## src/rtl/en_tick_gen_pkg.sv

```systemverilog
// Shared state encoding and default widths for the enable-pulse generator.
package en_tick_gen_pkg;

    localparam logic ST_IDLE = 1'b0;
    localparam logic ST_RUN  = 1'b1;

    localparam int DIV_W_DEF   = 8;
    localparam int BURST_W_DEF = 8;

    typedef enum logic {
        IDLE = ST_IDLE,
        RUN  = ST_RUN
    } state_t;

endpackage

```

## src/rtl/en_tick_gen_if.sv

```systemverilog
// Control/status bundle between the upstream controller (master) and en_tick_gen (slave).
interface en_tick_gen_if
    import en_tick_gen_pkg::*;
#(
    parameter int DIV_W   = DIV_W_DEF,
    parameter int BURST_W = BURST_W_DEF
);
    logic               start;
    logic               stop;
    logic [DIV_W-1:0]   div;
    logic [BURST_W-1:0] burst_len;
    logic               en;
    logic               busy;
    logic               done;
    logic [BURST_W-1:0] tick_count;

    modport master (
        output start, stop, div, burst_len,
        input  en, busy, done, tick_count
    );

    modport slave (
        input  start, stop, div, burst_len,
        output en, busy, done, tick_count
    );
endinterface

```

## src/rtl/en_tick_gen_tick_prescaler.sv

```systemverilog
// Reloadable down-counter; tc flags terminal count while the run gate is open.
module tick_prescaler #(
    parameter int DIV_W = 8
) (
    input  logic             clk,
    input  logic             rst,
    input  logic             load,
    input  logic [DIV_W-1:0] load_val,
    input  logic             run,
    output logic             tc
);
    logic [DIV_W-1:0] cnt;

    assign tc = (cnt == '0) && run;

    always_ff @(posedge clk or posedge rst) begin
        if (rst) begin
            cnt <= '0;
        end else if (load) begin
            cnt <= load_val;
        end else if (run && (cnt != '0)) begin
            cnt <= cnt - 1'b1;
        end
    end
endmodule

```

## src/rtl/en_tick_gen.sv

```systemverilog
// Programmable enable-pulse generator: one en pulse every div+1 cycles while running.
// Bounded bursts with a done pulse are built in only when EN_TICK_GEN_BURST_EN is defined.
//
//   state | meaning
//   IDLE  | waiting for start; outputs quiet, tick_count holds last run's value
//   RUN   | prescaler counting down, en pulses on each terminal count
module en_tick_gen
    import en_tick_gen_pkg::*;
#(
    parameter int DIV_W   = DIV_W_DEF,
    parameter int BURST_W = BURST_W_DEF
) (
    input logic         clk,
    input logic         rst,
    en_tick_gen_if.slave bus
);
    state_t             state, state_n;
    logic [DIV_W-1:0]   div_q, div_n;
    logic [BURST_W-1:0] tick_q, tick_n;
    logic               en_q, en_n;
    logic               busy_q, busy_n;
    logic               done_q, done_n;
    logic               load, run, tc;
    logic [DIV_W-1:0]   load_val;
`ifdef EN_TICK_GEN_BURST_EN
    logic [BURST_W-1:0] len_q, len_n;
`endif

    // Gate kept outside the FSM block so tc never loops back through it.
    assign run = (state == RUN) && !bus.stop;

    tick_prescaler #(.DIV_W(DIV_W)) u_prescaler (
        .clk      (clk),
        .rst      (rst),
        .load     (load),
        .load_val (load_val),
        .run      (run),
        .tc       (tc)
    );

    always_comb begin
        state_n  = state;
        div_n    = div_q;
        tick_n   = tick_q;
        en_n     = 1'b0;
        done_n   = 1'b0;
        load     = 1'b0;
        load_val = div_q;
`ifdef EN_TICK_GEN_BURST_EN
        len_n    = len_q;
`endif
        case (state)
            IDLE: begin
                if (bus.start && !bus.stop) begin
                    state_n  = RUN;
                    div_n    = bus.div;
                    tick_n   = '0;
                    load     = 1'b1;
                    load_val = bus.div;
`ifdef EN_TICK_GEN_BURST_EN
                    len_n    = bus.burst_len;
`endif
                end
            end
            RUN: begin
                if (bus.stop) begin
                    state_n = IDLE;
                end else if (tc) begin
                    en_n   = 1'b1;
                    load   = 1'b1;
                    tick_n = tick_q + 1'b1;
`ifdef EN_TICK_GEN_BURST_EN
                    if ((len_q != '0) && (tick_n == len_q)) begin
                        done_n  = 1'b1;
                        state_n = IDLE;
                    end
`endif
                end
            end
            default: state_n = IDLE;
        endcase
        busy_n = (state_n == RUN);
    end

    always_ff @(posedge clk or posedge rst) begin
        if (rst) begin
            state  <= IDLE;
            div_q  <= '0;
            tick_q <= '0;
            en_q   <= 1'b0;
            busy_q <= 1'b0;
            done_q <= 1'b0;
`ifdef EN_TICK_GEN_BURST_EN
            len_q  <= '0;
`endif
        end else begin
            state  <= state_n;
            div_q  <= div_n;
            tick_q <= tick_n;
            en_q   <= en_n;
            busy_q <= busy_n;
            done_q <= done_n;
`ifdef EN_TICK_GEN_BURST_EN
            len_q  <= len_n;
`endif
        end
    end

    assign bus.en         = en_q;
    assign bus.busy       = busy_q;
    assign bus.done       = done_q;
    assign bus.tick_count = tick_q;
endmodule

```

## src/flat_wrapper.sv

```systemverilog
// flat-port wrapper written by rule: the top's interface ports become plain ports
module en_tick_gen_flat import en_tick_gen_pkg::*;
#(
    parameter int DIV_W   = DIV_W_DEF,
    parameter int BURST_W = BURST_W_DEF
)
  (clk, rst, bus_start, bus_stop, bus_div, bus_burst_len, bus_en, bus_busy, bus_done, bus_tick_count);
  en_tick_gen_if #(.DIV_W(DIV_W), .BURST_W(BURST_W)) bus_i ();
  input logic clk;
  input logic rst;
  input wire logic [$bits(bus_i.start)-1:0] bus_start;
  input wire logic [$bits(bus_i.stop)-1:0] bus_stop;
  input wire logic [$bits(bus_i.div)-1:0] bus_div;
  input wire logic [$bits(bus_i.burst_len)-1:0] bus_burst_len;
  output wire logic [$bits(bus_i.en)-1:0] bus_en;
  output wire logic [$bits(bus_i.busy)-1:0] bus_busy;
  output wire logic [$bits(bus_i.done)-1:0] bus_done;
  output wire logic [$bits(bus_i.tick_count)-1:0] bus_tick_count;
  assign bus_i.start = bus_start;
  assign bus_i.stop = bus_stop;
  assign bus_i.div = bus_div;
  assign bus_i.burst_len = bus_burst_len;
  assign bus_en = bus_i.en;
  assign bus_busy = bus_i.busy;
  assign bus_done = bus_i.done;
  assign bus_tick_count = bus_i.tick_count;
  en_tick_gen #(.DIV_W(DIV_W), .BURST_W(BURST_W)) u_core (.clk(clk), .rst(rst), .bus(bus_i));
endmodule
```

## config.mk

```make
export PLATFORM = sky130hd
export DESIGN_NAME = en_tick_gen_flat
export DESIGN_NICKNAME = d
export VERILOG_FILES = /design/src/rtl/en_tick_gen_pkg.sv /design/src/rtl/en_tick_gen_if.sv /design/src/rtl/en_tick_gen_tick_prescaler.sv /design/src/rtl/en_tick_gen.sv /design/src/flat_wrapper.sv
export SDC_FILE = /design/constraint.sdc
export NUM_CORES = 1
export LEC_CHECK = 0
export ABC_AREA = 1
export BUFFER_PORTS_ARGS = -buffer_cell sky130_fd_sc_hd__buf_2
export CAP_MARGIN = 20
export CORE_MARGIN = 4
export CORE_UTILIZATION = 50
export CTS_CLUSTER_SIZE = 14
export DETAILED_ROUTE_END_ITERATION = 10
export GPL_ROUTABILITY_DRIVEN = 0
export PLACE_DENSITY = 0.71
export SYNTH_ARGS = -nofsm -noshare
export SYNTH_HDL_FRONTEND = slang
export SYNTH_SLANG_ARGS = --single-unit
```

## constraint.sdc

```tcl
create_clock -name clk -period 3.65 [get_ports clk]
set_input_delay 0.73 -clock clk [delete_from_list [all_inputs] [get_ports clk]]
set_output_delay 0.73 -clock clk [all_outputs]
set_load 0.1 [all_outputs]
```

==> flow_summary_export.csv, run 1 <==
group,metric,value,unit
place,post-dp-hpwl,2.207,mm
status,outcome,"completed",
setup_path,cp_num_buf_inv,1,
setup_path,crit_fanout,11,
global_route,grt_use_met2,27.05,%
synth,synth-async-reset-ratio,100.0,%
synth,synth_xor_area_share,0.5352,%
detailed_routing,antenna_left,0,
synth,syn_inst,211,
sta,worst_slack,1.405,ns
setup_path,cp_top_family,"flip-flops",
clock_tree,cts-root-buf,"clkbuf_4",
pwr,ir_worst_vdd,0.2808,mV
setup_path,crit_slowest_cell,"dfrtp_1",
final_layout,n_fill_cell,330,
setup_path,path_depth,1,
synth,synth_flop_cell,"dfrtp_1",
clock_tree,numCtsBuffers,3,
synth,syn-cell-area,0.001637,mm2
sta,period_minus_slack,2.245,ns
floorplan,start_util,52.74,%
clock_tree,cts_num_sinks,26,
global_route,grt_pass1_vias,1274,
final_layout,final_common_cell,"nand2_1",
global_route,busiest_layer,"met2",
place,post-place-ws,1.717,ns
pwr,power.density,514.1,mW/mm2
detailed_routing,drtIter0Drc,75,
setup_path,cp.arrival,1.51,ns
sta,tns,0,ns
synth,synth-edff-count,0,
synth,synthAdderAreaFrac,2.294,%
setup_path,reg2reg_to,"u_core.u_prescaler.cnt[3]",
clock_tree,cts_tree,"yes",
setup_path,reg2reg_slack,1.85,ns
pwr,p_leak,0.9501,nW
floorplan,fp-row-count,20,
final_layout,instances_no_fill,275,
floorplan,fp.dieH,65.21,um
final_layout,area_growth,9.327,%
clock_tree,insertion_delay,0.32,ns
synth,synth_cell_types,25,
setup_path,endpoint_kind,"primary output",
detailed_routing,avgViaCountPerCell,4.924,
clock_tree,path_clk_slew,0.13,ns
sta,skew,0.003866,ns
final_layout,drive_gt1_share,22.94,%
setup_path,cp_slowest_stage_delay,0.67,ns
setup_path,path_cells,"buf_2",
clock_tree,cts_setup_buffers,0,
global_route,overflow,0,
job,drv_cap,0,
global_route,use_met3,2.564,%
synth,synth_top_family_by_area,"simple AND/OR/NAND/NOR gates",
synth,synthMuxAreaShare,0,%
floorplan,dieArea,0.004252,mm2
detailed_routing,routed_wl,3.049,mm
floorplan,fp.dieW,65.21,um
final_layout,diodes,0,
synth,yosysSeqAreaShare,39.76,%
worst_hold_path,hp-class,"input pin to asynchronous set/reset pin",
setup_path,critical_path_class,"flip-flop to primary output",
clock_tree,post_cts_resized,0,
global_route,grt_usage,15.95,%
global_route,gr-usage-met1,20.24,%
sta,finalMaxSlewViolations,0,
synth,synth_compound_area_share,8.180,%
detailed_routing,dr.pass1.iters,4,
detailed_routing,wl_per_cell,11.09,um
sta,report.final.setup_viol,0,
synth,ys_seq_elements,26,
setup_path,critPathLaunchType,"flip-flop",
sta,min_period_over_period,61.50,%
setup_path,r2r_start,"u_core.state",
synth,avgSynthCellArea,7.756,um2
sta,hold_viol,0,
global_route,grt_max_degree,27,
synth,synthSimpleGateAreaFrac,37.31,%
clock_tree,clockBufferDepth,2,
sta,max_freq,445.4,MHz
setup_path,rr_worst_depth,7,
detailed_routing,drcViolationCount,0,
floorplan,ios,31,
place,dp_cells,271,
sta,rsz0062_at_grt,"false",
global_route,grt_pass1_wl,5.375,mm
detailed_routing,num_vias,1354,
setup_path,crit_required,2.92,ns
final_layout,nNetsFinal,256,
sta,hold_ws,0.2636,ns
synth,yosys_warnings,0,
place,io_buffers,21,
clock_tree,htree_levels,1,
global_route,antenna_found_initial,0,
synth,synth_nets,234,
clock_tree,ctsHoldBuffers,0,
final_layout,layout_common_cells,"67 x nand2_1, 30 x inv_1, 26 x nand3_1, 26 x dfrtp_1, 21 x buf_2",
floorplan,core-area,0.003103,mm2
==> kinds of logic after synthesis <==
group / Yosys count
compound gates: 19
fa+ha+maj: 3
simple gates: 121
other cells: 1
flops: 26
buf+inv: 40
xor+xnor: 1
==> where the power goes <==
group	total, mW	leakage [nW]	switching, mW	internal [mW]
registers	0.418	0.324	0.0675	0.350
logic	0.381	0.612	0.250	0.130
clock network	0.121	0.0138	0.0828	0.0387
==> metrics by stage <==
stage	area, um2	utilization, %	total power, mW
global route	1789	57.66	1.004
detailed placement	1739	56.05	0.8017
global placement	1739	56.05	0.7965
CTS	1762	56.77	0.9222
finish	1789	57.66	0.9199
floorplan	1637	-	0.7337
==> layer usage <==
layer	share of wire (%)	wire length (um)
met1	48	1468
met2	47	1425
met3	3.6	110
met4	1.4	44
met5	0	0
==> state kept, by name, summed over array words and instances (netlist names) <==
signal / count
u_core.bus.tick_count: 8
u_core.div_q: 8
u_core.u_prescaler.cnt: 8
u_core.bus.en: 1
u_core.state: 1
==> how the worst max path moves through the flow <==
stage | startpoint | end
2_1_floorplan | u_core.state | u_core.bus.tick_count[0]
3_3_place_gp | bus_stop | u_core.u_prescaler.cnt[3]
3_5_place_dp | bus_stop | u_core.u_prescaler.cnt[3]
4_1_cts | u_core.state | bus_busy
5_1_grt | u_core.state | bus_busy
6_report | u_core.state | bus_busy
==> cells in the mapped netlist (2+ instances only) <==
master | count | area, um2
dfrtp_1 | 26 | 650.6
nor2_2 | 2 | 12.51
ha_1 | 3 | 37.54
nand4_1 | 3 | 18.77
buf_6 | 2 | 22.52
inv_2 | 4 | 15.01
nand2_1 | 67 | 251.5
nor2_1 | 11 | 41.29
nor2_4 | 4 | 45.04
buf_4 | 2 | 15.01
nand3_1 | 26 | 130.1
nand3_4 | 2 | 35.03
o21ai_0 | 5 | 25.02
inv_1 | 30 | 112.6
o21ai_2 | 9 | 78.83
o21ai_1 | 3 | 15.01
nand4_2 | 4 | 50.05
==> final cells by class <==
class / count / area [um2] / area share [%]
Clock buffer: 3 / 22.52 / 1.259
Sequential cell: 26 / 650.6 / 36.36
Inverter: 35 / 133.9 / 7.482
Multi-Input combinational cell: 145 / 794.5 / 44.41
Timing Repair Buffer: 22 / 132.6 / 7.413
Tap cell: 44 / 55.05 / 3.077
(Power assumes the default switching activity.)
==> run 2, diff against run 1 <==
Settings changed: ABC_AREA 1 to 0, CORE_UTILIZATION 50 to 48, PLACE_DENSITY 0.71 to 0.73.
Clock period 3.65 ns to 1.95 ns, I/O delays scaled along.
==> run 2 against run 1 <==
  * Global-route usage is 1.6 points higher
  * First-iteration DRC count decreased by 49%
  * Flip-flop and latch count is the same
  * Core utilization rose by 2.1 points
  * Critical endpoint is now u_core.u_prescaler.cnt[1]
  * Highest routed layer unchanged
==> flow_summary_export.csv, run 2 <==
group,metric,value,unit
status,outcome,"completed",
synth,synth-edff-count,0,
clock_tree,cts_num_sinks,26,
floorplan,dieArea,0.003800,mm2
detailed_routing,routed_wl,2.949,mm
floorplan,ios,31,
job,drv_cap,0,
detailed_routing,dr.pass1.iters,4,
place,dp_cells,201,
sta,skew,0.002133,ns
setup_path,cp_slowest_stage_delay,0.41,ns
clock_tree,cts_tree,"yes",
synth,synth_common_cells,"26 x dfrtp_1, 21 x nand2_1, 9 x a21oi_1",
setup_path,crit_required,2.18,ns
synth,synth_nets,165,
synth,synth_area_leaders,"dfrtp_1 47%, nand2_1 5.7%, a21oi_1 3.3%",
setup_path,crit_fanout,6,
synth,synth_cell_types,48,
detailed_routing,antenna_left,0,
synth,avgSynthCellArea,9.728,um2
worst_hold_path,hp-class,"input pin to asynchronous set/reset pin",
synth,syn-cell-area,0.001381,mm2
setup_path,crit_slowest_cell,"or3b_4",
sta,tns,0,ns
synth,synthMuxAreaShare,3.986,%
setup_path,path_cells,"inv_1 > ha_1 > or3b_4 > o31ai_4 > buf_6 > nand3_1 > o311ai_1",
global_route,antenna_found_initial,0,
synth,yosys_warnings,0,
floorplan,start_util,50.09,%
detailed_routing,drcViolationCount,0,
detailed_routing,drtIter0Drc,38,
synth,synth_compound_area_share,16.94,%
clock_tree,cts_setup_buffers,0,
floorplan,fp-row-count,19,
final_layout,drive_gt1_share,33.33,%
place,post-dp-hpwl,2.215,mm
final_layout,area_growth,19.38,%
sta,report.final.setup_viol,0,
setup_path,critical_path_class,"flip-flop to flip-flop",
sta,finalMaxSlewViolations,0,
synth,syn_inst,142,
detailed_routing,wl_per_cell,14.39,um
place,io_buffers,21,
global_route,grt_max_degree,27,
synth,synth_top_family_by_area,"simple AND/OR/NAND/NOR gates",
setup_path,reg2reg_slack,0.11,ns
detailed_routing,avgViaCountPerCell,5.737,
synth,synth_flop_cell,"dfrtp_1",
final_layout,diodes,0,
global_route,grt_pass1_wl,5.037,mm
pwr,power.density,859.8,mW/mm2
global_route,grt_pass1_vias,1140,
pwr,ir_worst_vdd,0.6205,mV
setup_path,cp.arrival,2.07,ns
sta,period_minus_slack,1.841,ns
synth,synth_xor_area_share,0.6341,%
setup_path,critPathLaunchType,"flip-flop",
sta,min_period_over_period,94.41,%
synth,synthAdderAreaFrac,2.717,%
clock_tree,clockBufferDepth,2,
clock_tree,ctsHoldBuffers,0,
clock_tree,cts-root-buf,"clkbuf_4",
final_layout,n_fill_cell,238,
floorplan,fp.dieH,61.65,um
global_route,overflow,0,
final_layout,nNetsFinal,198,
sta,hold_viol,0,
synth,synthSimpleGateAreaFrac,23.91,%
floorplan,fp.dieW,61.65,um
floorplan,core-area,0.002758,mm2
clock_tree,numCtsBuffers,3,
clock_tree,insertion_delay,0.32,ns
synth,ys_seq_elements,26,
pwr,p_leak,0.7526,nW
clock_tree,path_clk_slew,0.14,ns
final_layout,instances_no_fill,205,
global_route,grt_usage,17.58,%
sta,max_freq,543.2,MHz
synth,synth_top_cell_by_area,"dfrtp_1",
setup_path,r2r_start,"u_core.u_prescaler.cnt[0]",
synth,synth_top_area_share,47.10,%
detailed_routing,num_vias,1176,
synth,synth.most_common_cell,"dfrtp_1",
final_layout,layout_common_cells,"21 x nand2_1, 21 x buf_2, 20 x dfrtp_1",
setup_path,crit_start,"u_core.u_prescaler.cnt[0]",
clock_tree,htree_levels,1,
synth,synth-async-reset-ratio,100.0,%
synth,yosysSeqAreaShare,47.10,%
setup_path,endpoint_kind,"flip-flop",
sta,rsz0062_at_grt,"false",
-- run 2: changes by cell type after synthesis, moves of 9 or more --
cell / previous run / this run
nand3_1: 26 / 8
nand2_1: 67 / 21
o21ai_2: 9 / 0
inv_1: 30 / 7
a21oi_1: 0 / 9
-- run 2: final timing paths --
kind	end	cells after the start
max in group asynchronous	u_core.state	3
min in group clk	u_core.div_q[5]	3
setup / recovery	u_core.u_prescaler.cnt[1]	7
hold reg to reg	u_core.div_q[2]	2
hold / removal	u_core.div_q[7]	3
setup reg to reg	u_core.u_prescaler.cnt[1]	7
-- run 2: what timing repair did --
item	in CTS	in global routing
setup endpoints to repair	2	9
resized for setup	0	3
gates cloned	0	0
pin swaps	1	1
endpoints found under the hold margin	0	0
-- run 2: final cells by class --
cell class                      instances  area, um2  area share [%]
Sequential cell                        26      660.6           40.06
Inverter                                8      30.03           1.821
Timing Repair Buffer                   34      206.4           12.52
Multi-Input combinational cell        102      676.9           41.05
Tap cell                               31      38.79           2.352
Clock buffer                            4      36.28           2.200
-- run 2: stage by stage --
step           utilization, %  power, mW  instance area (um2)  hold WS (ns)  worst slack, ns
2_1_floorplan               -     0.9942                 1398        0.4297         -0.01587
3_3_place_gp            58.08      1.125                 1602        0.4575          0.06265
3_5_place_dp            58.08      1.147                 1602        0.4636         0.005305
4_1_cts                 59.39      1.420                 1638        0.1002          0.01680
5_1_grt                 59.80      1.507                 1649        0.1120          0.01188
6_report                59.80      1.418                 1649       0.09087           0.1090
-- run 2: critical path: cells and delay by family, from the launching register on --
| kind | cells | cell delay [ns] |
|---|---|---|
| compound gates | 2 | 0.43 |
| fa+ha+maj | 1 | 0.19 |
| buf+inv | 2 | 0.25 |
| flops | 1 | 0.40 |
| simple gates | 2 | 0.48 |
-- run 2: where the power goes --
part / internal [mW] / switching [mW]
Combinational: 0.215 / 0.227
Clock: 0.114 / 0.158
Sequential: 0.623 / 0.0798
Total: 0.953 / 0.465
-- run 2: cell families after synthesis --
family | after synthesis
AO/OA/AOI/OAI | 32
XOR/XNOR | 1
adder cells (fa/ha/maj) | 3
buffers and inverters | 14
flip-flops | 26
multiplexers | 5
other | 1
AND/OR/NAND/NOR | 60
-- run 2: metal layers --
metal  wire, um  track usage (%)  part of all wire (%)  vias to the layer above
met2       1409            29.30                    48                       28
li1           -                -                     -                      580
met1       1373            23.20                    47                      560
met5          0                0                     0                        -
met4         54            6.364                   1.8                        0
met3        112            2.516                   3.8                        8
==> run 3, diff against run 2 <==
Settings changed: SETUP_SLACK_MARGIN from default to 0.4.
==> run 3 against run 2 <==
  * Global-route usage increased by 1.6 points
  * Sequential share of layout area down 4.7 points
  * Hold slack worse by 0.0073 ns
  * Largest power group unchanged
  * Register-to-register slack hardly changed
  * Count of clock-buffer cells in the layout is the same
  * Power grew 8.1%
  * Non-clock buffer count rose by 14
  * Clock power down 14%
  * Die area unchanged
  * First-iteration DRC count grew 16%
  * Critical path depth stayed put
  * Cell area increased by 13%
==> flow_summary_export.csv, run 3 (synthesis results as in run 2) <==
group,metric,value,unit
status,outcome,"completed",
floorplan,fp.dieH,61.65,um
pwr,p_leak,0.8308,nW
final_layout,diodes,0,
setup_path,crit_fanout,4,
sta,hold_viol,0,
clock_tree,cts_num_sinks,26,
detailed_routing,routed_wl,3.416,mm
global_route,grt_usage,19.16,%
setup_path,crit_required,2.18,ns
floorplan,fp.dieW,61.65,um
floorplan,start_util,50.09,%
sta,min_period_over_period,93.94,%
clock_tree,clockBufferDepth,2,
detailed_routing,avgViaCountPerCell,5.714,
global_route,grt_max_degree,27,
place,io_buffers,21,
setup_path,crit_slowest_cell,"dfrtp_1",
setup_path,critPathLaunchType,"flip-flop",
final_layout,layout_common_cells,"33 x buf_4, 21 x nand2_1, 20 x dfrtp_1",
detailed_routing,num_vias,1257,
pwr,ir_worst_vdd,0.7245,mV
setup_path,critical_path_class,"flip-flop to flip-flop",
worst_hold_path,hp-class,"input pin to asynchronous set/reset pin",
detailed_routing,wl_per_cell,15.53,um
detailed_routing,drtIter0Drc,44,
global_route,grt_pass1_wl,5.354,mm
detailed_routing,dr.pass1.iters,4,
floorplan,fp-row-count,19,
floorplan,core-area,0.002758,mm2
final_layout,drive_gt1_share,43.39,%
final_layout,final_common_cell,"buf_4",
sta,max_freq,545.9,MHz
setup_path,path_cells,"inv_2 > ha_4 > or3b_4 > o31ai_4 > buf_4 > a21oi_2 > a31o_1",
sta,hold_ws,0.08360,ns
setup_path,cp_slowest_stage_delay,0.42,ns
pwr,total_power,1.533,mW
global_route,overflow,0,
sta,period_minus_slack,1.832,ns
setup_path,cp_top_family,"compound AO/OA/AOI/OAI gates",
global_route,grt_pass1_vias,1221,
clock_tree,htree_levels,1,
detailed_routing,antenna_left,0,
clock_tree,insertion_delay,0.32,ns
floorplan,dieArea,0.003800,mm2
setup_path,rr_worst_depth,7,
setup_path,endpoint_kind,"flip-flop",
clock_tree,path_clk_slew,0.14,ns
clock_tree,cts-root-buf,"clkbuf_4",
sta,rsz0062_at_grt,"true",
setup_path,cp_num_buf_inv,2,
final_layout,area_growth,35.24,%
pwr,power.density,820.6,mW/mm2
clock_tree,cts_tree,"yes",
detailed_routing,drcViolationCount,0,
final_layout,nNetsFinal,213,
sta,finalMaxSlewViolations,0,
sta,report.final.setup_viol,0,
job,drv_cap,0,
clock_tree,ctsHoldBuffers,0,
sta,skew,0.01080,ns
floorplan,ios,31,
clock_tree,numCtsBuffers,3,
place,post-dp-hpwl,2.315,mm
setup_path,path_depth,7,
setup_path,cp.arrival,2.06,ns
global_route,antenna_found_initial,0,
==> run 3: changes by cell type in the layout (fill, tap and decap cells not counted), sizes merged <==
cell and change:
clkbuf +1, clkinv -1, buf +13, clkinvlp +2
==> run 3: final cells by class <==
class / instances / area (um2)
Fill cell: 212 / 889.6
Multi-Input combinational cell: 102 / 765.7
Sequential cell: 26 / 660.6
Timing Repair Buffer: 48 / 337.8
Tap cell: 31 / 38.79
Inverter: 8 / 33.78
Clock buffer: 4 / 26.28
Timing Repair inverter: 1 / 5.005
==> run 3: final timing paths <==
path	from	slack (ns)	end
hold reg to reg	u_core.div_q[2]	0.50	u_core.div_q[2]
max in group asynchronous	rst	1.60	u_core.state
hold / removal	rst	0.08	u_core.div_q[5]
setup reg to reg	u_core.u_prescaler.cnt[0]	0.12	u_core.bus.tick_count[2]
min in group clk	bus_div[5]	0.28	u_core.div_q[5]
setup / recovery	u_core.u_prescaler.cnt[0]	0.12	u_core.bus.tick_count[2]
==> run 3: stage by stage <==
step	TNS, ns	utilization, %	area [um2]	setup slack, ns	std cells
3_3_place_gp	0	58.89	1624	0.04477	204
4_1_cts	0	65.56	1808	0.1797	215
3_5_place_dp	-0.0008391	58.89	1624	-0.0008391	204
6_report	0	67.74	1868	0.1182	220
2_1_floorplan	-0.009590	-	1398	-0.009590	142
5_1_grt	0	67.74	1868	0.05138	220
==> run 3: tightest hold or removal path, cell delays in order <==
cell and delay, ns:
buf_2 0.09, inv_1 0.04, buf_4 0.31
==> run 3: metal layers <==
layer	up-vias	wire length, um	track usage (%)
met5	-	0	0
met4	0	65	9.091
met3	8	174	2.935
met2	38	1837	34.68
met1	602	1338	21.81
li1	609	-	-
==> run 3: repair_timing <==
item / 4_1_cts / 5_1_grt
hold endpoints to repair: 0 / 0
setup endpoints to repair: 26 / 15
setup buffers: 7 / 4
gates cloned: 0 / 1
pin swaps: 5 / 4
resized for setup: 25 / 5
==> run 3: power by group <==
| part | switching, mW | total [mW] | internal (mW) |
|---|---|---|---|
| clock | 0.155 | 0.235 | 0.0802 |
| combinational | 0.314 | 0.605 | 0.290 |
| sequential | 0.0697 | 0.693 | 0.624 |
| total | 0.539 | 1.53 | 0.994 |
